$ cat config.mk
export PLATFORM = sky130hd
export DESIGN_NAME = spi_slave
export DESIGN_NICKNAME = d
export VERILOG_FILES = /design/src/rtl/spi_slave_pkg.sv /design/src/rtl/spi_sync_edge.sv /design/src/rtl/spi_slave.sv
export SDC_FILE = /design/constraint.sdc
export NUM_CORES = 1
export LEC_CHECK = 0
export BUFFER_PORTS_ARGS = -buffer_cell sky130_fd_sc_hd__buf_2
export CAP_MARGIN = 20
export CORE_MARGIN = 3
export CORE_UTILIZATION = 59
export CTS_BUF_LIST = sky130_fd_sc_hd__clkbuf_2 sky130_fd_sc_hd__clkbuf_4 sky130_fd_sc_hd__clkbuf_8
export CTS_CLUSTER_SIZE = 10
export DETAILED_ROUTE_END_ITERATION = 8
export PLACE_DENSITY = 0.89
export SYNTH_ARGS = -nofsm -noshare
export SYNTH_HDL_FRONTEND = slang
export SYNTH_HIERARCHICAL = 1
export SYNTH_SLANG_ARGS = --single-unit
$ cat constraint.sdc
create_clock -name m_clk -period 2.05 [get_ports m_clk]
set_input_delay 0.41 -clock m_clk [delete_from_list [all_inputs] [get_ports m_clk]]
set_output_delay 0.41 -clock m_clk [all_outputs]
set_load 0.01 [all_outputs]
$ cat src/rtl/spi_slave_pkg.sv
// spi_slave_pkg: shared word width, underrun word and FSM encoding for the SPI responder
package spi_slave_pkg;
  localparam int SPI_DATA_W = 8;
  localparam logic [SPI_DATA_W-1:0] SPI_DEFAULT_TX = 8'h00;
  localparam logic [0:0] ST_IDLE = 1'b0;
  localparam logic [0:0] ST_ACTIVE = 1'b1;
endpackage

$ cat src/rtl/spi_sync_edge.sv
// spi_sync_edge: 2-flop synchroniser plus a history flop that yields rise/fall pulses
module spi_sync_edge #(
  parameter logic RST_VAL = 1'b0
) (
  input  logic clk,
  input  logic rst,
  input  logic d_i,
  output logic q_o,
  output logic rise_o,
  output logic fall_o
);
  logic [2:0] sync_q;
  always_ff @(posedge clk)
    if (rst) sync_q <= {3{RST_VAL}};
    else sync_q <= {sync_q[1:0], d_i};
  assign q_o = sync_q[1];
  assign rise_o = sync_q[1] & ~sync_q[2];
  assign fall_o = ~sync_q[1] & sync_q[2];
endmodule

$ cat src/rtl/spi_slave.sv
// spi_slave: mode-0 SPI responder oversampled on m_clk with a one-word tx holding buffer
module spi_slave
  import spi_slave_pkg::*;
#(
  parameter int DATA_W = SPI_DATA_W,
  parameter logic [DATA_W-1:0] DEFAULT_TX = SPI_DEFAULT_TX
) (
  input  logic              m_clk,
  input  logic              rst,
  input  logic              spi_clk,
  input  logic              spi_cs,
  input  logic              spi_mosi,
  output logic              spi_miso,
  output logic              spi_miso_oe,
  input  logic [DATA_W-1:0] tx_data,
  input  logic              tx_valid,
  output logic              tx_ready,
  output logic [DATA_W-1:0] rx_data,
  output logic              rx_valid,
  output logic              tx_underrun,
  output logic              busy
);
  localparam int CW = $clog2(DATA_W);
  logic sclk_s, sclk_rise, sclk_fall, cs_s, cs_rise, cs_fall, mosi_s, mosi_rise, mosi_fall, unused;
  logic [0:0] state_q, state_d;
  logic [CW-1:0] cnt_q, cnt_d;
  logic [DATA_W-1:0] rx_sh_q, rx_sh_d, tx_sh_q, tx_sh_d, buf_q, buf_d, rx_data_q, rx_data_d, next_word;
  logic full_q, full_d, reload_q, reload_d, miso_q, miso_d, rx_valid_q, rx_valid_d, under_q, under_d;
  logic active, start, stop, rise, fall, load, wr, done;
  spi_sync_edge #(.RST_VAL(1'b0)) u_sclk (.clk(m_clk), .rst(rst), .d_i(spi_clk), .q_o(sclk_s), .rise_o(sclk_rise), .fall_o(sclk_fall));
  spi_sync_edge #(.RST_VAL(1'b1)) u_cs (.clk(m_clk), .rst(rst), .d_i(spi_cs), .q_o(cs_s), .rise_o(cs_rise), .fall_o(cs_fall));
  spi_sync_edge #(.RST_VAL(1'b0)) u_mosi (.clk(m_clk), .rst(rst), .d_i(spi_mosi), .q_o(mosi_s), .rise_o(mosi_rise), .fall_o(mosi_fall));
  assign unused = ^{sclk_s, cs_s, mosi_rise, mosi_fall};
  assign active = state_q == ST_ACTIVE;
  assign start = !active && cs_fall;
  assign stop = active && cs_rise;
  // CS release outranks a coincident SCLK edge, so the trailing fall of a frame never reloads
  assign rise = active && !cs_rise && sclk_rise;
  assign fall = active && !cs_rise && sclk_fall;
  assign load = start || (fall && reload_q);
  assign wr = tx_valid && !full_q;
  assign next_word = full_q ? buf_q : DEFAULT_TX;
  assign done = rise && cnt_q == CW'(DATA_W - 1);
  always_comb begin
    state_d = start ? ST_ACTIVE : stop ? ST_IDLE : state_q;
    full_d = wr || (full_q && !load);
    buf_d = wr ? tx_data : buf_q;
    under_d = load && !full_q;
    tx_sh_d = load ? next_word : fall ? tx_sh_q << 1 : tx_sh_q;
    miso_d = load ? next_word[DATA_W-1] : fall ? tx_sh_q[DATA_W-2] : stop ? 1'b0 : miso_q;
    rx_sh_d = rise ? {rx_sh_q[DATA_W-2:0], mosi_s} : rx_sh_q;
    rx_valid_d = done;
    rx_data_d = done ? rx_sh_d : rx_data_q;
    cnt_d = (start || stop || done) ? '0 : rise ? cnt_q + 1'b1 : cnt_q;
    reload_d = done ? 1'b1 : (load || stop) ? 1'b0 : reload_q;
  end
  always_ff @(posedge m_clk)
    if (rst) begin
      state_q <= ST_IDLE;
      cnt_q <= '0;
      rx_sh_q <= '0;
      tx_sh_q <= '0;
      buf_q <= '0;
      rx_data_q <= '0;
      full_q <= 1'b0;
      reload_q <= 1'b0;
      miso_q <= 1'b0;
      rx_valid_q <= 1'b0;
      under_q <= 1'b0;
    end else begin
      state_q <= state_d;
      cnt_q <= cnt_d;
      rx_sh_q <= rx_sh_d;
      tx_sh_q <= tx_sh_d;
      buf_q <= buf_d;
      rx_data_q <= rx_data_d;
      full_q <= full_d;
      reload_q <= reload_d;
      miso_q <= miso_d;
      rx_valid_q <= rx_valid_d;
      under_q <= under_d;
    end
  assign spi_miso = miso_q;
  assign spi_miso_oe = active;
  assign busy = active;
  assign tx_ready = !full_q;
  assign rx_data = rx_data_q;
  assign rx_valid = rx_valid_q;
  assign tx_underrun = under_q;
endmodule
* Word-level counts from Yosys, hierarchy flattened
Index checks and enable logic that the tools add are counted.
** Word-level totals
- Register bits :: 48
- Input port bits :: 14
- Output and inout port bits :: 14
** Cells by class
- Add/sub/neg operators :: 1
- Equal/unequal tests :: 1
- Muxes and demuxes :: 10
- Bitwise operators :: 8
- Reduce and logical (&&, ||, !) cells :: 24
** Operators with widths (count)
- two-way mux 8 bit :: 2
- two-way mux 7 bit :: 2
- logical AND 1 bit :: 10
- two-way mux 1 bit :: 6
- nonzero test 2 bit :: 3
- logical OR 1 bit :: 5
- AND 1 bit :: 4
- logical NOT 1 bit :: 4
- inverter 1 bit :: 4
- adder 3 x 1 -> 3 bit, second input constant :: 1
- == test 3 bit, second input constant :: 1
- nonzero test 3 bit :: 1
- OR reduction 2 bit :: 1

* Logic depth before layout (Yosys ltp)
- Word-level depth :: 10
- Depth in mapped cells :: 6

* Cells and area by module
The synthesis kept the hierarchy.
** By module, submodules not included
- spi_slave :: instances 1, cells each 194, area each 1641.6 um^2, seq. area each 780.7 um^2
- spi_sync_edge at u_mosi ... :: instances 2, cells each 8, area each 91.3 um^2, seq. area each 60.1 um^2
- spi_sync_edge at u_cs :: instances 1, cells each 8, area each 92.6 um^2, seq. area each 60.1 um^2

* Least setup slack after synthesis
OpenSTA, ideal clock, no wires.
- Kind :: reg-to-reg
- Start :: register u_cs.sync_q[1]
- End :: register cnt_q[1]
- Library setup time :: 133 ps
- Data arrival time :: 1182 ps
- Required time :: 1917 ps
- Setup slack :: 735 ps
- Stages on the path, launching flop included :: 6
- Path buffers :: 1
- Path through :: dfxtp_1 > nor2b_1 > nand3b_1 > buf_4 > mux2i_1 > nor3_1
** On the way
- Cells in the longest elaborated chain, start to end :: 7
- Elaborated cells on any way between the ends :: 12
** RTL lines
- from (decl) :: RTL line spi_sync_edge.sv:12 : logic [2:0] sync_q;
- from (signal assigned) :: RTL line spi_sync_edge.sv:14 : if (rst) sync_q <= {3{RST_VAL}};
- from (signal assigned) :: RTL line spi_sync_edge.sv:15 : else sync_q <= {sync_q[1:0], d_i};
- AND 1 bit * :: RTL line spi_sync_edge.sv:17 : assign rise_o = sync_q[1] & ~sync_q[2];
- via cs_rise :: RTL line spi_slave.sv:24 : logic sclk_s, sclk_rise, sclk_fall, cs_s, cs_rise, cs_fall, mosi_s, mosi_rise, mosi_fall, unused;
- logical NOT 1 bit :: RTL line spi_slave.sv:38 : assign rise = active && !cs_rise && sclk_rise;
- logical AND 1 bit (2 in a row) :: RTL line spi_slave.sv:38
- logical AND 1 bit :: RTL line spi_slave.sv:43 : assign done = rise && cnt_q == CW'(DATA_W - 1);
- logical OR 1 bit :: RTL line spi_slave.sv:54 : cnt_d = (start || stop || done) ? '0 : rise ? cnt_q + 1'b1 : cnt_q;
- OR reduction 2 bit (no line)
- to (signal assigned) :: RTL line spi_slave.sv:72 : cnt_q <= cnt_d;
- to (decl) :: RTL line spi_slave.sv:26 : logic [CW-1:0] cnt_q, cnt_d;
The timed path passes the listed nets; every way through them passes the cells marked *.
A chain may end at the register's enable or synchronous reset.

* Final worst setup path
- Start :: register u_cs.sync_q[1]
- End :: register cnt_q[2]
Same word-level chain as after synthesis.

==> out/results.ini <==
[cts]
h-tree-depth = 2
cts_buffers = 5
cts.clk_slew.worst_paths_ns = 0.13
post_cts_buffers = 0
clockRootBuffer = clkbuf_4
cts_resized = 0
cts_buffer_depth = 2
ctsHoldBuffers = 0
cts_tree = done
insertion_delay_ns = 0.36
clock_sink_count = 47

[timing]
fin_setup_tns_ns = 0
slew_headroom_pct = 66.35
setup_ws_ns = 0.4313
period_share_pct = 78.96
tightest_slew_ns = 0.5037
finalSetupViolCount = 0
rsz0062_at_grt = false
maxSlewViolCount = 0
finClkSkew_ns = 0.004904
hold_viol_final = 0
fmax_ghz = 0.6178
period_minus_slack_ns = 1.619

[global_route]
first_global_vias = 1389
grt_use_total_pct = 19.01
antenna_found_initial = 0
grt_max_degree = 26
grt-ovfl-total = 0
grt_pass1_wl_um = 6009

[layout]
drive_gt1_share_pct = 17.02
diodes = 0
layout_common_cells = dfxtp_1 (47), nand2_1 (43), a21oi_1 (27), buf_2 (27), nand3_1 (15)
n_fill_cell = 250
syn_to_final_growth_pct = 10.99
final_common_cell = dfxtp_1
nets = 250
utilization_pct = 71.87

[critical_path]
cp_max_fo = 10
worstPathRequired_ns = 2.30
r2r_slack_ns = 0.43
critPathKind = reg2reg
crit_arrival_ns = 1.87
reg2reg_to = cnt_q[2]$_SDFFE_PP0P_
crit_start = u_cs/sync_q[1]$_SDFF_PP1_
critPathCaptureType = flip-flop
reg2reg_from = u_cs/sync_q[1]$_SDFF_PP1_
start_kind = flip-flop
reg2reg_depth = 4
endpoint = cnt_q[2]$_SDFFE_PP0P_

[logic_synthesis]
ys.warnings.count = 6
synthesis.area_sq_mm = 0.001878
netlist_instances = 214
syn-mean-instance-area_sq_um = 8.776
synth_nets = 230

[pwr]
finalPower_mw = 1.625
leakage_nw = 0.8056
swShare_pct = 23.20
switching_power_mw = 0.3771
cellInternalPower_mw = 1.248
ir_drop_mv = 0.5944
power_density_mw_per_mm2 = 779.6
combPwrFrac_pct = 7.1
power_frac_seq_pct = 59.3
clkPwrFrac_pct = 33.6

[place]
gp_congestion = 0.8924
dp_hpwl_um = 2459
place_worst_setup_slack_ns = 0.4478
port_buffers = 27

[drt]
wl_um = 3437
viasPerCell = 5.451
first_pass_iters = 4
final_antenna_net_count = 0
drt_iter0_drc = 51
num_vias = 1510
drc_errors = 0
routedWlPerCell_um = 12.41

[floorplanning]
dieWidth_um = 62.42
start_util_pct = 64.75
die_y_um = 62.42
coreArea_sq_mm = 0.002900
die_area_sq_mm = 0.003896
io-pin-count = 28
row_count = 19

[hold_path]
hold_depth = 2
holdCritPathClass = in2reg

[outcome]
status = complete, no violations

[job]
drv_cap = 0

==> sequential cells by signal (all words and copies together), names as in the netlist <==
| register | flops |
|---|---|
| buf_q | 8 |
| rx_data | 8 |
| rx_sh_q | 7 |
| tx_sh_q | 7 |
| cnt_q | 3 |
| u_cs/sync_q | 3 |
| u_sclk/sync_q | 3 |
| u_mosi/sync_q | 2 |
| busy | 1 |
| full_q | 1 |
| reload_q | 1 |
| rx_valid | 1 |
| spi_miso | 1 |
| tx_underrun | 1 |
==> power by group through the flow <==
stage / Clock [mW] / Sequential, mW / Combinational (mW)
2_1_floorplan: 0 / 0.974 / 0.0884
3_3_place_gp: 0 / 0.982 / 0.112
3_5_place_dp: 0 / 0.983 / 0.116
4_1_cts: 0.557 / 0.963 / 0.116
5_1_grt: 0.599 / 0.968 / 0.130
6_report: 0.547 / 0.964 / 0.115
==> layer usage <==
metal,track usage [%],wire (um)
met1,24.12,1634
met2,29.96,1572
met3,5.036,147
met4,9.091,82
met5,0,0
==> metrics by stage <==
| stage | cell area [sq um] | std cells | hold slack (ns) |
|---|---|---|---|
| final | 2085 | 277 | 0.2315 |
| after floorplan | 1878 | 214 | 0.3854 |
| after global routing | 2085 | 277 | 0.2093 |
| after CTS | 2085 | 277 | 0.2184 |
| after global placement | 2003 | 269 | 0.3892 |
| after detailed placement | 2003 | 269 | 0.4114 |
==> how the worst min path moves through the flow <==
stage,from,endpoint
after floorplan,u_cs/sync_q[0]$_SDFF_PP1_,u_cs/sync_q[1]$_SDFF_PP1_
after global placement,u_cs/sync_q[0]$_SDFF_PP1_,u_cs/sync_q[1]$_SDFF_PP1_
after detailed placement,u_cs/sync_q[0]$_SDFF_PP1_,u_cs/sync_q[1]$_SDFF_PP1_
after CTS,spi_cs,u_cs/sync_q[0]$_SDFF_PP1_
after global routing,spi_cs,u_cs/sync_q[0]$_SDFF_PP1_
final,spi_cs,u_cs/sync_q[0]$_SDFF_PP1_
==> worst max-delay path, stage by stage, from the launching register on <==
cell and delay (ns):
dfxtp_1 0.35, nor2b_1 0.42, nand3b_1 0.44, mux2i_1 0.24
nor3_1 0.06
==> final cells by class <==
type / count / area [sq um] / share of cell area, %
Sequential cell: 47 / 940.9 / 45.14
Multi-Input combinational cell: 147 / 828.3 / 39.74
Timing Repair Buffer: 30 / 170.2 / 8.163
Tap cell: 42 / 52.55 / 2.521
Clock inverter: 3 / 43.79 / 2.101
Clock buffer: 5 / 37.54 / 1.801
Inverter: 3 / 11.26 / 0.5402
Power figures use the tool's default switching activity.
